--- src/rtl/ha_ow_reader.sv ---
// ha_ow_reader: collects the 32-bit token stream leaving a DSE output wrapper.
// Words enter through a valid/ready handshake into a small FIFO and are served
// to the host through a registered, one-cycle-latency read port. A programmed
// token count decides when collection ends; done rises once the FIFO drains.
//
// Handshake: a word transfers on a rising edge where in_valid && in_ready.
// in_ready depends only on registered state (FSM state and FIFO level), so the
// producer may hold in_valid and in_data until the transfer edge without any
// combinational loop through this block.
module ha_ow_reader #(
    parameter int DataIn_1_BW = 32,
    parameter int DEPTH       = 8,
    parameter int CNT_BW      = 16
) (
    input  logic                      clk,
    input  logic                      rst,
    input  logic                      start,
    input  logic [CNT_BW-1:0]         exp_cnt,
    input  logic                      in_valid,
    input  logic [DataIn_1_BW-1:0]    in_data,
    output logic                      in_ready,
    input  logic                      rd_en,
    output logic [DataIn_1_BW-1:0]    rd_data,
    output logic                      rd_valid,
    output logic [$clog2(DEPTH):0]    level,
    output logic [CNT_BW-1:0]         rx_cnt,
    output logic                      done,
    output logic                      rd_err
);

    localparam int AW     = $clog2(DEPTH);
    localparam int LVL_BW = AW + 1;

    typedef enum logic [1:0] {
        IDLE  = 2'd0,
        RUN   = 2'd1,
        DRAIN = 2'd2,
        DONE  = 2'd3
    } state_t;

    state_t                  state_q, state_d;
    logic [AW-1:0]           wr_ptr_q, wr_ptr_d;
    logic [AW-1:0]           rd_ptr_q, rd_ptr_d;
    logic [LVL_BW-1:0]       level_q, level_d;
    logic [CNT_BW-1:0]       rx_cnt_q, rx_cnt_d;
    logic [CNT_BW-1:0]       target_q, target_d;
    logic [DataIn_1_BW-1:0]  rd_data_q, rd_data_d;
    logic                    rd_valid_q, rd_valid_d;
    logic                    rd_err_q, rd_err_d;

    logic [DataIn_1_BW-1:0]  mem [DEPTH];

    logic                    full;
    logic                    empty;
    logic                    push;
    logic                    pop;
    logic [CNT_BW-1:0]       rx_cnt_inc;

    assign full       = (level_q == LVL_BW'(DEPTH));
    assign empty      = (level_q == '0);
    assign in_ready   = (state_q == RUN) && !full;
    assign push       = in_valid && in_ready;
    // No bypass: a read of an empty FIFO is never served by a same-cycle push.
    assign pop        = rd_en && !empty;
    assign rx_cnt_inc = (rx_cnt_q == '1) ? rx_cnt_q : rx_cnt_q + 1'b1;

    assign rd_data  = rd_data_q;
    assign rd_valid = rd_valid_q;
    assign level    = level_q;
    assign rx_cnt   = rx_cnt_q;
    assign done     = (state_q == DONE);
    assign rd_err   = rd_err_q;

    // Storage array; contents need no reset because the pointers define validity.
    always_ff @(posedge clk) begin
        if (push) begin
            mem[wr_ptr_q] <= in_data;
        end
    end

    // FIFO pointers, occupancy and the registered read port.
    always_comb begin
        wr_ptr_d   = wr_ptr_q;
        rd_ptr_d   = rd_ptr_q;
        level_d    = level_q;
        rd_data_d  = rd_data_q;
        rd_valid_d = 1'b0;
        if (push) begin
            wr_ptr_d = wr_ptr_q + AW'(1);
        end
        if (pop) begin
            rd_ptr_d   = rd_ptr_q + AW'(1);
            rd_data_d  = mem[rd_ptr_q];
            rd_valid_d = 1'b1;
        end
        case ({push, pop})
            2'b10:   level_d = level_q + LVL_BW'(1);
            2'b01:   level_d = level_q - LVL_BW'(1);
            default: level_d = level_q;
        endcase
    end

    // Collection control: start handling, token counting and drain detection.
    always_comb begin
        state_d  = state_q;
        target_d = target_q;
        rx_cnt_d = rx_cnt_q;
        rd_err_d = rd_err_q;
        case (state_q)
            IDLE, DONE: begin
                if (start) begin
                    target_d = exp_cnt;
                    rx_cnt_d = '0;
                    rd_err_d = 1'b0;
                    state_d  = (exp_cnt == '0) ? DRAIN : RUN;
                end
            end
            RUN: begin
                if (push) begin
                    rx_cnt_d = rx_cnt_inc;
                    if (rx_cnt_inc == target_q) begin
                        state_d = DRAIN;
                    end
                end
            end
            DRAIN: begin
                // Next-state level lets the final pop finish on the same edge.
                if (level_d == '0) begin
                    state_d = DONE;
                end
            end
            default: state_d = IDLE;
        endcase
        // A read attempt on an empty FIFO is recorded even on a start cycle.
        if (rd_en && empty) begin
            rd_err_d = 1'b1;
        end
    end

    // State register with asynchronous reset.
    always_ff @(posedge clk or posedge rst) begin
        if (rst) begin
            state_q    <= IDLE;
            wr_ptr_q   <= '0;
            rd_ptr_q   <= '0;
            level_q    <= '0;
            rx_cnt_q   <= '0;
            target_q   <= '0;
            rd_data_q  <= '0;
            rd_valid_q <= 1'b0;
            rd_err_q   <= 1'b0;
        end else begin
            state_q    <= state_d;
            wr_ptr_q   <= wr_ptr_d;
            rd_ptr_q   <= rd_ptr_d;
            level_q    <= level_d;
            rx_cnt_q   <= rx_cnt_d;
            target_q   <= target_d;
            rd_data_q  <= rd_data_d;
            rd_valid_q <= rd_valid_d;
            rd_err_q   <= rd_err_d;
        end
    end

endmodule

--- config.mk ---
export PLATFORM = sky130hd
export DESIGN_NAME = ha_ow_reader
export DESIGN_NICKNAME = d
export VERILOG_FILES = /design/src/rtl/ha_ow_reader.sv
export SDC_FILE = /design/constraint.sdc
export NUM_CORES = 1
export LEC_CHECK = 0
export CORE_MARGIN = 2
export CORE_UTILIZATION = 37
export CTS_BUF_LIST = sky130_fd_sc_hd__clkbuf_8 sky130_fd_sc_hd__clkbuf_16
export DETAILED_ROUTE_END_ITERATION = 8
export GPL_TIMING_DRIVEN = 0
export SLEW_MARGIN = 20
export SYNTH_ARGS = -nofsm -noshare
export SYNTH_HDL_FRONTEND = slang
export SYNTH_SLANG_ARGS = --single-unit
--- constraint.sdc ---
create_clock -name clk -period 6.05 [get_ports clk]
set_clock_uncertainty 0.2 [all_clocks]
set_input_delay 1.21 -clock clk [delete_from_list [all_inputs] [get_ports clk]]
set_output_delay 1.21 -clock clk [all_outputs]
set_load 0.01 [all_outputs]
==> metrics.txt <==
library cells used by synthesis=60; Slew Limit Headroom=between 30% and 40%; placer congestion estimate=0.882; CP Launch Type=primary input; Worst R2R Path Depth=13; Post-synth EDFFs=256; min-delay src=rd_data[31]; status=complete, no violations; routed wire length=about 32000 um; syn avg cell area=17.1 um^2; Pre-antenna DRT Iters=5; Worst EP arrival=5.65 ns; most common cell after layout, fill and taps aside=edfxtp_1; vias in the first global route=7928; r2r startpoint=level[0]; Initial Utilization=37.5%; Cells after Synth=roughly 800; diodes inserted=0; Setup crit end kind=flop; XOR/XNOR Fraction of Synth Area=1.60%; slowest CP cell=clkbuf_1; cell area after synthesis=0.0137 mm^2; largest family of logic cells by synthesized area=multiplexers; total CTS buffers=37; CTS Sinks=334; final period utilization=89.9%; DRC=0; Async SR Flop Fraction=roughly a quarter; fraction of layout cells with a size suffix above 1=18.9%; FILL cells=3159; Clock Path Buffers=3; gr ovfl total=0; reg2reg end=state_q[0]; leakage=around 0.006 uW; count of final setup violators=0; # rows=70; H-Tree Level Count=2; Root Buffer=clkbuf_16; dpl ws=0.0172 ns; clk_lat worst skew=roughly 0.53 ns; Peak VDD IR=302 uV; most frequent cells in the layout=edfxtp_1 (256), clkdlybuf4s50_1 (108), dfrtp_1 (78); Buffers on Ports=108; Reg2Reg Setup Slack=0.70 ns; final core occ=46.4%; Routed Antenna Nets=0; Ys Warns=0; hold bufs inserted after CTS=0; final-report max-slew violation count=0; Fin Setup TNS=0 ns; Post-Syn Nets=between 800 and 900; post-CTS resize count=0; sequential share of the synthesized area=70.6%; CP dominant cell by count=clkbuf_1; largest net degree at the start of global routing=67; Final nets=about 1000; final hold viol count=0; Core Box Area=about 0.036 mm^2; Hold Path Cell Cnt=2; #FFs+latches synth=334; critical path, cell by cell=clkdlybuf4s50_1 -> o41ai_4 -> clkbuf_1 -> clkbuf_1 -> inv_1 -> ha_1 -> or4b_1 -> a211o_1 -> a31oi_1 -> xor2_1 -> o41ai_2 -> nand2_1 -> o31ai_2 -> mux2_1; kind of critical path=primary input to flop; class of the worst hold path=flop to flop; Post-Synth Adder-Cell Area=0.733%; Chip Height=196 um; power per standard cell area=440 mW/mm^2; Synth Area in Compound Gates=4.74%; final worst slack=0.611 ns; max incr delay on CP=0.63 ns; DR WL/cell=21.9 um; Detailed Place HPWL=21500 um; max-cap check violation count=0; post-DR vias/cell=approximately 5.3; largest fanout on the critical path=10; vias=between 7000 and 8000; min Tclk post-route=5.44 ns; RSZ-0062 raised after global routing=no; initial antenna violation count=0; CP required=~6.3 ns; Area growth syn-to-layout=23.9%; Most used DFF post-synth=edfxtp_1; Peak Freq=0.184 GHz; mux contribution to synthesized area=about 15%; first-pass GRT wire length=~49000 um; Post-Synth Simple-Gate Area=under 10%; Die ar.=a little under 0.04 mm^2; die width=approximately 200 um; clock slew at the register clock pins of the worst setup and hold paths=0.06 ns; global-route usage over all layers=17.1%; final hold slack=~0.28 ns; initial DRC count=558; post-CTS setup buffers=0; worst hold path endpoint=rd_data[31]; CTS tree=built; worst slew pin tran=1.03 ns; I/O pins=approximately 110
synthesized netlist by cell type, drive strengths merged (4+ instances only):
| library cell | number | area share, % |
|---|---|---|
| edfxtp | 256 | 56 |
| dfrtp | 78 | 14 |
| nand2 | 71 | 2.0 |
| mux4 | 64 | 11 |
| o21ai | 51 | 1.9 |
| mux2i | 36 | 2.6 |
| clkbuf | 23 | 0.63 |
| nor2 | 21 | 0.58 |
| mux2 | 20 | 1.6 |
| buf | 18 | 0.60 |
| xnor2 | 18 | 1.2 |
| a21oi | 15 | 0.58 |
| nor4 | 12 | 0.66 |
| inv | 10 | 0.27 |
| nand4 | 10 | 0.57 |
| ha | 8 | 0.73 |
| nand3 | 8 | 0.29 |
| a31oi | 7 | 0.32 |
| nor3 | 7 | 0.26 |
| xor2 | 7 | 0.45 |
| o31ai | 6 | 0.37 |
| nor2b | 5 | 0.23 |
| nand2b | 4 | 0.18 |
| or3 | 4 | 0.18 |
how the worst max path moves through the flow:
stage | from | end | slack (ns)
5_1_grt | level[1] | state_q[1] | 0.30
3_3_place_gp | in_valid | mem[0][23] | -3.81
2_1_floorplan | in_valid | mem[0][0] | 0.40
3_5_place_dp | rd_en | state_q[0] | 0.02
4_1_cts | level[0] | state_q[0] | 0.56
6_report | rd_en | state_q[0] | 0.61
registers in the layout, indices dropped and copies added, names as in the netlist:
name,count
rd_valid,1
rd_err,1
target_q,16
rd_ptr_q,3
mem,256
level,4
wr_ptr_q,3
rx_cnt,16
rd_data,32
state_q,2
report_power, final:
group	internal, uW	leakage [uW]	switching (uW)
Combinational	1110	0.00198	1160
Clock	1270	0.000639	896
Sequential	2810	0.00328	209
Total	5180	0.00590	2260
stage by stage:
stage / instance area (um^2) / total power (uW) / instances
floorplan: 13700 / 4460 / 799
global placement: 15300 / 5300 / 1375
detailed placement: 15700 / 5360 / 1408
CTS: 16900 / 7550 / 1476
global route: 16900 / 7830 / 1476
finish: 16900 / 7450 / 1476
layout make-up:
class / count / area (um^2) / area share, %
Buffer: 41 / 170 / 1.01
Clock buffer: 41 / 992 / 5.87
Clock inverter: 27 / 191 / 1.13
Inverter: 11 / 46.3 / 0.274
Multi-Input combinational cell: 413 / 3850 / 22.8
Sequential cell: 334 / 9640 / 57.0
Tap cell: 468 / 586 / 3.46
Timing Repair Buffer: 141 / 1430 / 8.48
kinds of logic (layout without fill, tap and decap cells):
family / Yosys count / in the layout
flops: 334 / 334
xor+xnor: 25 / 25
compound gates: 101 / 101
buf+inv: 52 / 261
simple gates: 159 / 159
mux: 120 / 120
fa+ha+maj: 8 / 8
routing by layer:
layer  share of wire [%]  wire (um)  track usage, %
met3                 5.9       1900            3.30
met2                  48      15300            27.8
met5                   0          0               0
met4                 1.9        607            4.26
met1                  45      14400            23.9
worst max-delay path, delay by kind of cell:
kind	cells	cell delay [ns]
simple gates	2	0.63
mux	1	0.35
fa+ha+maj	1	0.24
buf+inv	4	1.81
xor+xnor	1	0.12
compound gates	5	1.28
(Power assumes the default switching activity.)
==> RTL edit 1: new RTL, config.mk and constraints unchanged <==
The parameter `DataIn_1_BW` goes from 32 to 48.
--- a/src/rtl/ha_ow_reader.sv
+++ b/src/rtl/ha_ow_reader.sv
@@ -8,7 +8,7 @@
 // producer may hold in_valid and in_data until the transfer edge without any
 // combinational loop through this block.
 module ha_ow_reader #(
-    parameter int DataIn_1_BW = 32,
+    parameter int DataIn_1_BW = 48,
     parameter int DEPTH       = 8,
     parameter int CNT_BW      = 16
 ) (
Ports: changed (resized in_data and rd_data); port bits go from 109 to 141. The function was not compared with the original's and may differ.
==> RTL edit 1 against the original RTL <==
  * Total power is 40% higher
  * Combinational power is 35% higher
  * Routed wire length is 35% higher
  * Critical path depth is 2 higher
  * Design area is 39% higher
  * Sequential share of layout area is 2.2 points higher
  * Fmax is 5.1% lower
  * Area after synthesis is 38% higher
  * Setup slack worse by 0.29 ns
  * Sequential cell count is 144 higher
  * Clock power is 43% higher
  * Critical path type unchanged
==> RTL edit 1: results (changes against the original RTL) <==
** Outcome
- The run finished with clean final reports.

** Synth
- Number of flops mapped to enable cells by yosys :: 384 (+50%)
- Synth Net Count :: 1097 (+28%)
- Share of the synthesized area in the top cell type :: 61.2% (+4.9 points)
- The post-synthesis share of cell area spent on full adders, half adders and majority gates is 0.531% (-0.20 points).
- Ys async rst share :: 19.7% (-3.7 points)
- Number of distinct library cells after synthesis :: 61 (+1.7%)
- The compound-cell area share of the yosys netlist was 3.43% (-1.3 points).
- Synthesized instance count :: 1020 (+28%)
- Largest cells by area after synthesis :: edfxtp_1 61%, dfrtp_1 12%, mux4_2 11%, mux2i_1 2.7%, o21ai_0 1.8%

** GRT
- The number of antenna violations at the first check in global routing is 6 (+6).
- Largest net degree at the start of global routing :: 68 (+1.5%)
- The number of global-route vias before repair was 10.5k (+33%).
- The total global-route track usage was 16.8% (-0.33 points).
- The met3 layer usage reported by global route is 3.62% (+0.32 points).
- Global Route met2 Usage :: 27.0% (-0.79 points)
- First-pass GRT wire length :: 66.5 mm (+35%)
- The global routing usage on met1 was 23.4% (-0.51 points).

** CTS
- Number of gates given a new drive strength after cts :: 0 (unchanged)
- The latest clock arrival within the worst-skew pair was 0.60 ns (+0.07 ns).

** Pwr
- The static leakage is 8.03 nW (+36%).
- The clock group share of total power is 29.6% (+0.6 points).
- Net switching component of the power :: 3.09 mW (+36%)
- The flip-flop and latch power came to 4.27 mW (+42%).
- The peak supply drop came to 0.286 mV (-5.2%).
- P_clk :: 3.09 mW (+43%)

** Placed design
- Pre-CTS WS :: -0.396 ns (-0.413 ns)
- The number of cells after detailed placement came to 1879 (+33%).
- Total cell area at the placement stage :: 0.0218 sq mm (+38%)
- Input/output buffers :: 140 (+30%)
- Global placer's final weighted congestion :: 0.861 (-2.4%)
- HPWL after DPL :: 29.8 mm (+39%)

** Finish
- The fraction of final layout cells sized beyond drive strength 1 was 20.2% (+1.2 points).
- # nets final :: 1336 (+28%)
- Number of flip-flops in the largest register :: 384 (+50%)
- Non-filler instance count after layout :: 1974 (+34%)
- More flip-flops sit in one register than any other, and that register is mem.

** Timing
- The relative slew slack came to 29.3% (-1.9 points).

** Route
- The met1 layer wirelength in the final routing was 19.6 mm (+36%).
- Met3 WL :: 2.44 mm (+28%)
- The average wire length per cell after detail routing is 22.1 microns (+1.1%).
- The number of vias per cell is 5.13 (-2.4%).
- Highest layer used for signal routing :: met5
- The met2 wire length is 20.8 mm (+36%).

** Setup path
- Largest stage delay on the critical path :: 0.77 ns (+0.14 ns)
## RTL edit 1: path summary, 6_finish.rpt
kind | start | to | slack (ns) | depth (start not counted)
min in group asynchronous | rst | rd_data[22]$_DFFE_PP0P_ | 0.79 | 2
worst min-delay path | rd_data[28]$_DFFE_PP0P_ | rd_data[28]$_DFFE_PP0P_ | 0.28 | 2
worst min register to register | rd_data[28]$_DFFE_PP0P_ | rd_data[28]$_DFFE_PP0P_ | 0.28 | 2
worst max-delay path | rd_en | state_q[1]$_DFFE_PP0P_ | 0.32 | 16
max in group asynchronous | rst | rd_data[45]$_DFFE_PP0P_ | 4.16 | 3
worst max register to register | level[1]$_DFF_PP0_ | state_q[1]$_DFFE_PP0P_ | 0.50 | 16
## RTL edit 1: area by class of cell
cell class	instances	area (sq um)
flip-flops and latches	478	13900
multi-input cells	481	4780
diodes	2	5.00
clock inverters	40	388
plain buffers	51	206
clock buffers	53	1290
repair buffers	187	2000
inverters	10	45.0
well taps	672	841
fillers	4325	26800
==> RTL edit 2: new RTL, same settings <==
Without the edit above. Put one more register stage on the output `level`, cleared by the reset. The value now appears one clock later. The other outputs are not delayed to match. Comments in the files are not updated.
--- a/src/rtl/ha_ow_reader.sv
+++ b/src/rtl/ha_ow_reader.sv
@@ -66,7 +66,13 @@
 
     assign rd_data  = rd_data_q;
     assign rd_valid = rd_valid_q;
-    assign level    = level_q;
+    always_ff @(posedge clk or posedge rst) begin
+        if (rst) begin
+            level <= '0;
+        end else begin
+            level <= level_q;
+        end
+    end
     assign rx_cnt   = rx_cnt_q;
     assign done     = (state_q == DONE);
     assign rd_err   = rd_err_q;
Behaviour: not the same (Yosys sat finds a counterexample within 4 cycles, from zero or initial values and one cycle with rst high).
==> RTL edit 2 against the original RTL <==
  * Total power grew 2.3%
  * Global-route usage grew 0.55 points
  * Area after synthesis grew 1.6%
  * Sequential cell count grew 4
  * Design area grew 1.3%
  * Routed wire length grew 4.8%
  * Setup slack gained 0.41 ns
  * Non-clock buffer count grew 3
  * Clock power grew 2%
  * Critical path depth is the same
  * Critical endpoint is now state_q[1]$_DFFE_PP0P_
  * Highest routed layer is now met5
==> RTL edit 2: results (changes against the original RTL) <==
** Route
- The detailed router's first-iteration violation count was 489 (-12%).
- Post-route met1 wirelength :: 15.0 mm (+4.5%)
- Wire per inst :: 22.6 microns (+3.3%)
- Vias per inst :: 5.35 (+1.9%)
- The sum of met3 wire segment lengths after detailed routing is 1.77 mm (-6.8%).
- Highest layer used for signal routing :: met5
- The met2 wire length is 16.4 mm (+6.7%).

** Placed design
- Instance count after placement with tap cells included :: 1430 (+1.6%)
- The total cell area at the placement stage is 0.0159 sq mm (+1.2%).
- The routability-driven placement congestion ratio came to 0.882 (about the same).
- HPWL after DPL :: 22.7 mm (+5.7%)
- The post-placement worst setup slack came to 0.412 ns (+0.395 ns).

** GRT
- M3 GR Usage :: 3.38% (+0.080 points)
- The number of global-route vias before repair came to 8114 (+2.3%).
- First-pass GRT wire length :: 51.0 mm (+3.5%)
- The pin count of the biggest net entering global routing is 65 (-3.0%).
- Global Route met2 Usage :: 29.4% (+1.5 points)

** Synth
- Number of distinct library cells after synthesis :: 55 (-8.3%)
- By area the synthesized netlist is led by edfxtp_1 55%, dfrtp_1 15%, mux4_2 10%, mux2i_1 2.6%, nand2_1 1.7%.
- Area fraction in compound gates after synthesis :: 5.03% (+0.29 points)
- The post-synthesis share of cell area spent on full adders, half adders and majority gates is 0.722% (-0.012 points).
- Most instantiated cells after synthesis :: 256 x edfxtp_1, 82 x dfrtp_1, 64 x mux4_2, 64 x nand2_1, 45 x o21ai_0

** Pwr
- The peak supply drop was 0.239 mV (-21%).
- Switching part of the total power :: 30.6% (+0.20 points)
- The static leakage is 6.00 nW (+1.7%).

** Setup path
- Largest stage delay on the critical path :: 0.65 ns (+0.02 ns)

** Finish
- The number of standard cells in the layout, taps in and fillers out is 1498 (+1.5%).
- # nets final :: 1063 (+2.2%)

** CTS
- The number of buffers created by CTS is 38 (+2.7%).

** Outcome
- Run status :: finished, final reports clean
-- RTL edit 2: cell count changes in the layout (fill, tap and decap cells not counted), sizes merged, moves of 3 or more --
| cell | change |
|---|---|
| o21ai | -6 |
| nand2 | -7 |
| o31ai | -5 |
| nand3 | +6 |
| nor2 | +4 |
| nor3 | +4 |
| a211oi | +5 |
| buf | +4 |
| o32a | +3 |
| dfrtp | +4 |
| and3 | +6 |
| a311oi | +6 |
-- RTL edit 2: per-stage QoR --
stage          setup TNS (ns)  utilization (%)
6_report                    0             46.6
5_1_grt                     0             46.6
4_1_cts                     0             46.6
3_5_place_dp                0             43.3
3_3_place_gp          -333.18             42.2
2_1_floorplan               0                -
-- RTL edit 2: power by group through the flow --
stage          combinational, mW  clock [mW]  sequential (mW)
3_3_place_gp                2.27           0             3.15
4_1_cts                     2.35        2.27             3.10
5_1_grt                     2.51        2.36             3.14
2_1_floorplan               1.41           0             3.14
3_5_place_dp                2.35           0             3.14
6_report                    2.30        2.21             3.10
-- RTL edit 2: final timing paths --
check,end,slack [ns],start,cells past startpoint
max in group asynchronous,rd_ptr_q[1]$_DFFE_PP0P_,4.20,rst,3
min in group asynchronous,rd_data[22]$_DFFE_PP0P_,0.81,rst,2
min,level[1]$_DFF_PP0_,0.17,level_q[1]$_DFF_PP0_,0
max,state_q[1]$_DFFE_PP0P_,1.02,rd_en,14
max reg2reg,state_q[1]$_DFFE_PP0P_,1.10,level_q[1]$_DFF_PP0_,14
min reg2reg,level[1]$_DFF_PP0_,0.17,level_q[1]$_DFF_PP0_,0
-- RTL edit 2: final cells by class --
class,count,share of cell area [%]
plain buffers,45,1.20
multi-input cells,425,22.9
well taps,468,3.42
clock inverters,25,1.12
clock buffers,43,5.95
inverters,14,0.336
repair buffers,140,8.20
flip-flops and latches,338,56.9
